### src/rtl/vram_arbiter_if.sv
// Bundles the video, CPU and RAM-port signals shared by the VRAM arbiter.
// slave = arbiter side, master = requesters and RAM side.
interface vram_arbiter_if #(
  parameter int ADDR_W = 13,
  parameter int DATA_W = 8
);
  logic              vid_req;
  logic [ADDR_W-1:0] vid_addr;
  logic              vid_ack;
  logic              vid_rvalid;
  logic [DATA_W-1:0] vid_rdata;

  logic              cpu_req;
  logic              cpu_we;
  logic [ADDR_W-1:0] cpu_addr;
  logic [DATA_W-1:0] cpu_wdata;
  logic              cpu_ack;
  logic              cpu_rvalid;
  logic [DATA_W-1:0] cpu_rdata;
  logic              cpu_wait;

  logic [ADDR_W-1:0] ram_addr;
  logic              ram_we;
  logic [DATA_W-1:0] ram_wdata;
  logic [DATA_W-1:0] ram_rdata;

  modport slave (
    input  vid_req, vid_addr, cpu_req, cpu_we, cpu_addr, cpu_wdata, ram_rdata,
    output vid_ack, vid_rvalid, vid_rdata, cpu_ack, cpu_rvalid, cpu_rdata, cpu_wait,
           ram_addr, ram_we, ram_wdata
  );

  modport master (
    output vid_req, vid_addr, cpu_req, cpu_we, cpu_addr, cpu_wdata, ram_rdata,
    input  vid_ack, vid_rvalid, vid_rdata, cpu_ack, cpu_rvalid, cpu_rdata, cpu_wait,
           ram_addr, ram_we, ram_wdata
  );
endinterface

### src/rtl/vram_arbiter.sv
// Single-port VRAM arbiter: video has priority, a starvation counter forces a CPU slot,
// read data is routed back to its owner through a tag pipeline aligned with RAM latency.
module vram_arbiter #(
  parameter int ADDR_W       = 13,
  parameter int DATA_W       = 8,
  parameter int RD_LAT       = 1,
  parameter int STARVE_LIMIT = 3
) (
  input  logic           clk,
  input  logic           reset,
  vram_arbiter_if.slave  bus
);
  localparam logic [3:0] LIMIT = 4'(STARVE_LIMIT);

  logic              grant_vid, grant_cpu, tag_new;
  logic [3:0]        starve_cnt_q, starve_cnt_d;
  logic [ADDR_W-1:0] ram_addr_q, ram_addr_d;
  logic [DATA_W-1:0] ram_wdata_q, ram_wdata_d;
  logic              ram_we_q, ram_we_d;
  logic [RD_LAT:0]   tag_v_q, tag_v_d;
  logic [RD_LAT:0]   tag_o_q, tag_o_d;     // owner: 1 = CPU, 0 = video
  logic              vid_rvalid_q, vid_rvalid_d;
  logic              cpu_rvalid_q, cpu_rvalid_d;
  logic [DATA_W-1:0] vid_rdata_q, vid_rdata_d;
  logic [DATA_W-1:0] cpu_rdata_q, cpu_rdata_d;

  // Reset suppresses grants so nothing new enters the pipeline in a reset cycle.
  always_comb begin
    grant_vid = 1'b0;
    grant_cpu = 1'b0;
    if (!reset) begin
      if (bus.vid_req && bus.cpu_req) begin
        if (starve_cnt_q == LIMIT) grant_cpu = 1'b1;
        else                       grant_vid = 1'b1;
      end else if (bus.vid_req) begin
        grant_vid = 1'b1;
      end else if (bus.cpu_req) begin
        grant_cpu = 1'b1;
      end
    end
  end

  always_comb begin
    starve_cnt_d = 4'd0;
    if (grant_vid && bus.cpu_req)
      starve_cnt_d = (starve_cnt_q < LIMIT) ? starve_cnt_q + 4'd1 : LIMIT;

    ram_addr_d  = ram_addr_q;
    ram_wdata_d = ram_wdata_q;
    if (grant_vid) begin
      ram_addr_d = bus.vid_addr;
    end else if (grant_cpu) begin
      ram_addr_d  = bus.cpu_addr;
      ram_wdata_d = bus.cpu_wdata;
    end
    ram_we_d = grant_cpu & bus.cpu_we;

    tag_new = grant_vid | (grant_cpu & ~bus.cpu_we);
    tag_v_d = {tag_v_q[RD_LAT-1:0], tag_new};
    tag_o_d = {tag_o_q[RD_LAT-1:0], grant_cpu};

    // The last tag stage lines up with ram_rdata for the access it describes.
    vid_rvalid_d = tag_v_q[RD_LAT] & ~tag_o_q[RD_LAT];
    cpu_rvalid_d = tag_v_q[RD_LAT] &  tag_o_q[RD_LAT];
    vid_rdata_d  = vid_rvalid_d ? bus.ram_rdata : vid_rdata_q;
    cpu_rdata_d  = cpu_rvalid_d ? bus.ram_rdata : cpu_rdata_q;
  end

  always_ff @(posedge clk) begin
    if (reset) begin
      starve_cnt_q <= '0;
      ram_addr_q   <= '0;
      ram_wdata_q  <= '0;
      ram_we_q     <= 1'b0;
      tag_v_q      <= '0;
      tag_o_q      <= '0;
      vid_rvalid_q <= 1'b0;
      cpu_rvalid_q <= 1'b0;
      vid_rdata_q  <= '0;
      cpu_rdata_q  <= '0;
    end else begin
      starve_cnt_q <= starve_cnt_d;
      ram_addr_q   <= ram_addr_d;
      ram_wdata_q  <= ram_wdata_d;
      ram_we_q     <= ram_we_d;
      tag_v_q      <= tag_v_d;
      tag_o_q      <= tag_o_d;
      vid_rvalid_q <= vid_rvalid_d;
      cpu_rvalid_q <= cpu_rvalid_d;
      vid_rdata_q  <= vid_rdata_d;
      cpu_rdata_q  <= cpu_rdata_d;
    end
  end

  assign bus.vid_ack    = grant_vid;
  assign bus.cpu_ack    = grant_cpu;
  assign bus.cpu_wait   = bus.cpu_req & ~grant_cpu & ~reset;
  assign bus.ram_addr   = ram_addr_q;
  assign bus.ram_we     = ram_we_q;
  assign bus.ram_wdata  = ram_wdata_q;
  assign bus.vid_rvalid = vid_rvalid_q;
  assign bus.cpu_rvalid = cpu_rvalid_q;
  assign bus.vid_rdata  = vid_rdata_q;
  assign bus.cpu_rdata  = cpu_rdata_q;
endmodule

### src/flat_wrapper.sv
// flat-port wrapper written by rule: the top's interface ports become plain ports
module vram_arbiter_flat 
#(
  parameter int ADDR_W       = 13,
  parameter int DATA_W       = 8,
  parameter int RD_LAT       = 1,
  parameter int STARVE_LIMIT = 3
)
  (clk, reset, bus_vid_req, bus_vid_addr, bus_cpu_req, bus_cpu_we, bus_cpu_addr, bus_cpu_wdata, bus_ram_rdata, bus_vid_ack, bus_vid_rvalid, bus_vid_rdata, bus_cpu_ack, bus_cpu_rvalid, bus_cpu_rdata, bus_cpu_wait, bus_ram_addr, bus_ram_we, bus_ram_wdata);
  vram_arbiter_if #(.ADDR_W(ADDR_W), .DATA_W(DATA_W)) bus_i ();
  input  logic clk;
  input  logic reset;
  input wire logic [$bits(bus_i.vid_req)-1:0] bus_vid_req;
  input wire logic [$bits(bus_i.vid_addr)-1:0] bus_vid_addr;
  input wire logic [$bits(bus_i.cpu_req)-1:0] bus_cpu_req;
  input wire logic [$bits(bus_i.cpu_we)-1:0] bus_cpu_we;
  input wire logic [$bits(bus_i.cpu_addr)-1:0] bus_cpu_addr;
  input wire logic [$bits(bus_i.cpu_wdata)-1:0] bus_cpu_wdata;
  input wire logic [$bits(bus_i.ram_rdata)-1:0] bus_ram_rdata;
  output wire logic [$bits(bus_i.vid_ack)-1:0] bus_vid_ack;
  output wire logic [$bits(bus_i.vid_rvalid)-1:0] bus_vid_rvalid;
  output wire logic [$bits(bus_i.vid_rdata)-1:0] bus_vid_rdata;
  output wire logic [$bits(bus_i.cpu_ack)-1:0] bus_cpu_ack;
  output wire logic [$bits(bus_i.cpu_rvalid)-1:0] bus_cpu_rvalid;
  output wire logic [$bits(bus_i.cpu_rdata)-1:0] bus_cpu_rdata;
  output wire logic [$bits(bus_i.cpu_wait)-1:0] bus_cpu_wait;
  output wire logic [$bits(bus_i.ram_addr)-1:0] bus_ram_addr;
  output wire logic [$bits(bus_i.ram_we)-1:0] bus_ram_we;
  output wire logic [$bits(bus_i.ram_wdata)-1:0] bus_ram_wdata;
  assign bus_i.vid_req = bus_vid_req;
  assign bus_i.vid_addr = bus_vid_addr;
  assign bus_i.cpu_req = bus_cpu_req;
  assign bus_i.cpu_we = bus_cpu_we;
  assign bus_i.cpu_addr = bus_cpu_addr;
  assign bus_i.cpu_wdata = bus_cpu_wdata;
  assign bus_i.ram_rdata = bus_ram_rdata;
  assign bus_vid_ack = bus_i.vid_ack;
  assign bus_vid_rvalid = bus_i.vid_rvalid;
  assign bus_vid_rdata = bus_i.vid_rdata;
  assign bus_cpu_ack = bus_i.cpu_ack;
  assign bus_cpu_rvalid = bus_i.cpu_rvalid;
  assign bus_cpu_rdata = bus_i.cpu_rdata;
  assign bus_cpu_wait = bus_i.cpu_wait;
  assign bus_ram_addr = bus_i.ram_addr;
  assign bus_ram_we = bus_i.ram_we;
  assign bus_ram_wdata = bus_i.ram_wdata;
  vram_arbiter #(.ADDR_W(ADDR_W), .DATA_W(DATA_W), .RD_LAT(RD_LAT), .STARVE_LIMIT(STARVE_LIMIT)) u_core (.clk(clk), .reset(reset), .bus(bus_i));
endmodule
### config.mk
export PLATFORM = sky130hd
export DESIGN_NAME = vram_arbiter_flat
export DESIGN_NICKNAME = d
export VERILOG_FILES = /design/src/rtl/vram_arbiter_if.sv /design/src/rtl/vram_arbiter.sv /design/src/flat_wrapper.sv
export SDC_FILE = /design/constraint.sdc
export NUM_CORES = 1
export LEC_CHECK = 0
export BUFFER_PORTS_ARGS = -buffer_cell sky130_fd_sc_hd__buf_2
export CORE_MARGIN = 2
export CORE_UTILIZATION = 49
export DETAILED_ROUTE_END_ITERATION = 7
export PLACE_DENSITY = 0.84
export SYNTH_ARGS = -nofsm -noshare
export SYNTH_HDL_FRONTEND = slang
export SYNTH_SLANG_ARGS = --single-unit
### constraint.sdc
create_clock -name clk -period 3.2 [get_ports clk]
set_clock_uncertainty 0.15 [all_clocks]
set_input_delay 0.48 -clock clk [delete_from_list [all_inputs] [get_ports clk]]
set_output_delay 0.48 -clock clk [all_outputs]
set_load 0.01 [all_outputs]
# ---- Word level (Yosys, flattened, before mapping)
# Index checks and enable logic that the tools add are counted.
dict set report classes {
  add_sub_neg 1
  reduce_logical 6
  order_cmp 1
  n_mux 12
  n_eq_ne 1
  n_bitwise 14
}
# cell n
set ops {}
lappend ops {{13-bit 2-to-1 mux} 2}
lappend ops {{1-bit 2-to-1 mux} 9}
lappend ops {{1-bit NOT} 7}
lappend ops {{1-bit AND} 6}
lappend ops {{4-bit by 1-bit adder with 4-bit output, second input constant} 1}
lappend ops {{4-bit by 2-bit equality test with 1-bit output, second input constant} 1}
lappend ops {{4-bit by 2-bit < comparator with 1-bit output, second input constant} 1}
lappend ops {{3-bit OR reduction} 1}
lappend ops {{1-bit logical AND} 2}
lappend ops {{2-bit 2-to-1 mux} 1}
lappend ops {{2-bit AND reduction} 1}
lappend ops {{2-bit nonzero test} 1}
lappend ops {{2-bit OR reduction} 1}
lappend ops {{1-bit OR} 1}
dict set report word_totals {
  output_inout_bits 43
  reg_bits 48
  inputBits 47
}

# ---- Logic depth before layout (Yosys ltp)
dict set report logic_depth {
  word_depth 7
  ltp_mapped 5
}

# ---- Worst setup path after synthesis
# OpenSTA, ideal clock, no wires.
dict set report synth_timing {
  path_type {register -> output}
  startpoint {reg u_core.starve_cnt_q[0]}
  endpoint {out bus_cpu_ack}
  t_required_ns 2.570
  arrival_ns 1.229
  setup_slack_ns 1.341
  path_stages_with_launch 5
  path_cell_list {dfxtp_1 -> ha_1 -> or3b_1 -> a21boi_2 -> buf_4}
}
dict set report synth_between {
  elab_chain_len 4
}
# item line
set synth_lines {}
lappend synth_lines {{start: declaration} vram_arbiter.sv:16} ;# logic [3:0] starve_cnt_q, starve_cnt_d;
lappend synth_lines {{start signal: assignment} vram_arbiter.sv:82} ;# starve_cnt_q <= starve_cnt_d;
lappend synth_lines {{4-bit by 2-bit equality test with 1-bit output} vram_arbiter.sv:33} ;# if (starve_cnt_q == LIMIT) grant_cpu = 1'b1;
lappend synth_lines {{1-bit 2-to-1 mux} vram_arbiter.sv:33}
lappend synth_lines {{1-bit 2-to-1 mux} vram_arbiter.sv:32} ;# if (bus.vid_req && bus.cpu_req) begin
lappend synth_lines {{1-bit 2-to-1 mux} vram_arbiter.sv:31} ;# if (!reset) begin
lappend synth_lines {{end: declaration} flat_wrapper.sv:23} ;# output wire logic [$bits(bus_i.cpu_ack)-1:0] bus_cpu_ack;
# No other way between the ends.

# ---- Worst setup path in the final report
# Ends and elaborated chain as after synthesis.

==> impl_summary.log <==
INFO  metric status = finished clean
INFO  metric tritoncts = done
INFO  metric synth_edf_count = 0
INFO  metric logic_pwr_share = 0.128
INFO  metric detailedPlacementHpwl = 3190 um
INFO  metric route.detailed.vias_per_inst = 5.13
INFO  metric synthDominantAreaCellType = dfxtp_1
INFO  metric reg2reg_to = u_core.bus.ram_wdata[1]
INFO  metric postCtsResizedCells = 0
INFO  metric dp.cells = 332
INFO  metric worstPathCellList = ha_1 > or3b_1 > a21boi_2 > buf_4 > buf_2
INFO  metric final_wirelength = 4400 um
INFO  metric max_slew.worst_pin.slew = 0.754 ns
INFO  metric synth.top_cell.area_share = 0.508
INFO  metric synthesis.area_per_instance = 9.01 um2
INFO  metric netlist-cell-type-count = 28
INFO  metric p_sw = 0.000284 W
INFO  metric clock_latency = 0.30 ns
INFO  metric multi_input_gate_area_in_the_final_layout = 847 um2
INFO  metric peak_fanout_along_the_critical_path = 11
INFO  metric ioPinCount = 90
INFO  metric ys_ff_latch = 48
INFO  metric synth_top_flop_cell = dfxtp_1
INFO  metric numCtsBuffers = 5
INFO  metric ys_top_cells_by_count = dfxtp_1 (48), nand2_1 (25), a21oi_1 (18)
INFO  metric floorplan.die_area = 0.00437 mm2
INFO  metric numClockSinks = 48
INFO  metric power.total = 0.00115 W
INFO  metric die_height = 66.1 um
INFO  metric finalNonFillerCells = 340
INFO  metric drt-wirelength-per-cell = 12.9 um
INFO  metric nFillCells = 345
INFO  metric ff_latch_area = 961 um2
INFO  metric number_of_endpoints_failing_setup_at_the_final_stage = 0
INFO  metric syn-instance-count = 210
INFO  metric asyncSetResetFlopFracSynth = 0
INFO  metric global_route_wire_length_before_repair = 6890 um
INFO  metric grt.overflow.total = 0
INFO  metric fin_tns_setup = 0 ns
INFO  metric timing.critical_path.to_type = output pin
INFO  metric drv_cap = 0
INFO  metric switching_share = 0.246
INFO  metric rsz0062_at_grt = no
INFO  metric power_per_cell_area = 475 mW/mm2
INFO  metric final_design_area_no_fill = 0.00243 mm2
INFO  metric initial_core_util = 0.513
INFO  metric ir_worst_vdd = 0.294 mV
INFO  metric worstPathRequired = 2.57 ns
INFO  metric fin_nets = 339
INFO  metric slew-limit-headroom = 0.495
INFO  metric clock_tree.root_cell = clkbuf_8
INFO  metric post_route_cells_drive_above_1_share = 0.346
INFO  metric post_route_fraction_of_the_period_consumed_by_the_critical_path = 0.749
INFO  metric critPathArrivalTime = 1.77 ns
INFO  metric clockPowerShare = 0.317
INFO  metric timing.critical_path.slowest_stage_cell = or3b_1
INFO  metric crit_path_start_kind = register
INFO  metric rows = 22
INFO  metric synth.top_cells.by_area = dfxtp_1 (51%), a311oi_1 (6.0%), a211oi_1 (5.2%)
INFO  metric drt_initial_violations = 178
INFO  metric grt.total_usage = 0.209
INFO  metric finalWeightedCongestion = 0.719
INFO  metric syn-cell-area = 0.00189 mm2
INFO  metric grt_pass1_vias = 1607
INFO  metric number_of_antenna_violations_at_the_first_check_in_global_routing = 0
INFO  metric floorplan.core_area = 0.00369 mm2
INFO  metric timing.reg2reg.worst_path_depth = 5
INFO  metric synthesis.yosys.warnings = 0
INFO  metric crit_end = bus_cpu_ack
INFO  metric static_leakage = 1.12 nW
INFO  metric dr.pass1.iters = 5
INFO  metric cts-htree-levels = 2
INFO  metric portBuffers = 89
INFO  metric hold_path_class = in2reg
INFO  metric post-cts-setup-buffer-count = 0
INFO  metric critPathKind = reg2out
INFO  metric hold_buffers = 0
INFO  metric p_seq_frac = 0.555
INFO  metric yosysSeqAreaShare = 0.508
INFO  metric endpoints_failing_hold = 0
INFO  metric timing_max_transition_violations_final = 0
INFO  metric most_common_cell_in_the_synthesized_netlist = dfxtp_1
INFO  metric drt_drc_violations_left = 0
INFO  metric clockBufferDepth = 2
INFO  metric dpl_cell_area = 0.00234 mm2
INFO  metric max_frequency = 0.417 GHz
INFO  metric finalWorstPathRequiredPeriod = 2.40 ns
INFO  metric drtAntennaViolNets = 0
INFO  metric critical_path.max_stage_delay = 0.42 ns
INFO  metric grt_max_degree = 48
INFO  metric antenna_cell_count = 0
INFO  metric area_growth_syn_to_layout = 28.4%
INFO  metric p_int = 0.000870 W
INFO  metric regToRegSetupSlack = 1.29 ns
INFO  metric vias = 1745
INFO  metric clkTransAtPathRegs = 0.08 ns
INFO  metric die_width = 66.1 um
INFO  metric critPathLaunch = u_core.starve_cnt_q[0]
INFO  metric timing.rr.start = u_core.starve_cnt_q[0]
[cells by family (layout without fill, tap and decap cells)]
group                      count (synthesis)  after routing  share of synthesized area
and+or+nand+nor                           70             70                      0.177
AOI/OAI and AO/OA                         61             61                      0.213
DFF                                       48             48                      0.508
buffers and inverters                     21            102                     0.0463
muxes                                      8              8                     0.0476
adders and majority gates                  1              1                    0.00661
other                                      1              2                    0.00198
[final cells by class]
cell class	instances	share of cell area
multi-input combinational	142	0.349
sequential	48	0.395
inverter	3	0.00463
tap	48	0.0247
clock buffer	8	0.0371
timing repair buffer	91	0.189
[cell usage in the layout (no fill, tap or decap), types with 2 or more instances in the layout]
cell	synthesis	layout
clkbuf_8	0	6
mux2_1	7	7
buf_2	4	89
nand3_1	9	9
a21oi_1	18	18
inv_1	3	3
buf_4	1	2
a211oi_1	13	13
nand2_1	25	25
a311oi_1	13	13
nor2_1	17	17
nor2b_1	12	12
dfxtp_1	48	48
conb_1	1	2
clkbuf_1	8	2
o21ai_0	13	13
nand2b_1	2	2
[state kept, by name (all words and copies together) (netlist names)]
| signal | flops |
|---|---|
| u_core.bus.ram_we | 1 |
| u_core.bus.cpu_rvalid | 1 |
| u_core.bus.ram_addr | 13 |
| u_core.bus.vid_rvalid | 1 |
| u_core.bus.cpu_rdata | 8 |
| u_core.tag_v_q | 2 |
| u_core.bus.ram_wdata | 8 |
| u_core.tag_o_q | 2 |
| u_core.bus.vid_rdata | 8 |
| u_core.starve_cnt_q | 4 |
[per-stage QoR]
| stage | hold WS, ns | setup slack, ns | utilization |
|---|---|---|---|
| floorplan | 0.264 | 1.34 | - |
| global placement | 0.270 | 1.10 | 0.634 |
| detailed placement | 0.274 | 1.11 | 0.634 |
| CTS | 0.231 | 0.791 | 0.659 |
| global route | 0.226 | 0.706 | 0.659 |
| finish | 0.234 | 0.802 | 0.659 |
[critical path, delay by kind of cell, from the launching register on]
family / cells / cell delay [ns]
buffers and inverters: 2 / 0.34
AO/OA/AOI/OAI: 1 / 0.16
flip-flops: 1 / 0.34
adder cells (fa/ha/maj): 1 / 0.21
AND/OR/NAND/NOR: 1 / 0.42
[power groups by stage]
| stage | clock [W] | combinational (W) | sequential [W] |
|---|---|---|---|
| floorplan | 0 | 0.0000726 | 0.000664 |
| global placement | 0 | 0.000145 | 0.000654 |
| detailed placement | 0 | 0.000147 | 0.000655 |
| CTS | 0.000371 | 0.000149 | 0.000641 |
| global route | 0.000398 | 0.000165 | 0.000645 |
| finish | 0.000366 | 0.000148 | 0.000641 |
[layer usage]
layer	up-vias	track usage	routed length, um
met2	61	0.368	2120
met5	-	0	0
met1	780	0.233	1890
li1	896	-	-
met3	8	0.0528	312
met4	0	0.102	82
[how the worst min path moves through the flow]
stage / start / to / slack, ns / depth (start not counted)
6_report: bus_cpu_wdata[5] / u_core.bus.ram_wdata[5] / 0.23 / 2
5_1_grt: bus_cpu_wdata[5] / u_core.bus.ram_wdata[5] / 0.23 / 2
4_1_cts: bus_cpu_wdata[7] / u_core.bus.ram_wdata[7] / 0.23 / 2
3_5_place_dp: u_core.tag_o_q[0] / u_core.tag_o_q[1] / 0.27 / 1
3_3_place_gp: u_core.tag_v_q[0] / u_core.tag_v_q[1] / 0.27 / 1
2_1_floorplan: u_core.tag_o_q[0] / u_core.tag_o_q[1] / 0.26 / 1
(Power assumes the default switching activity.)
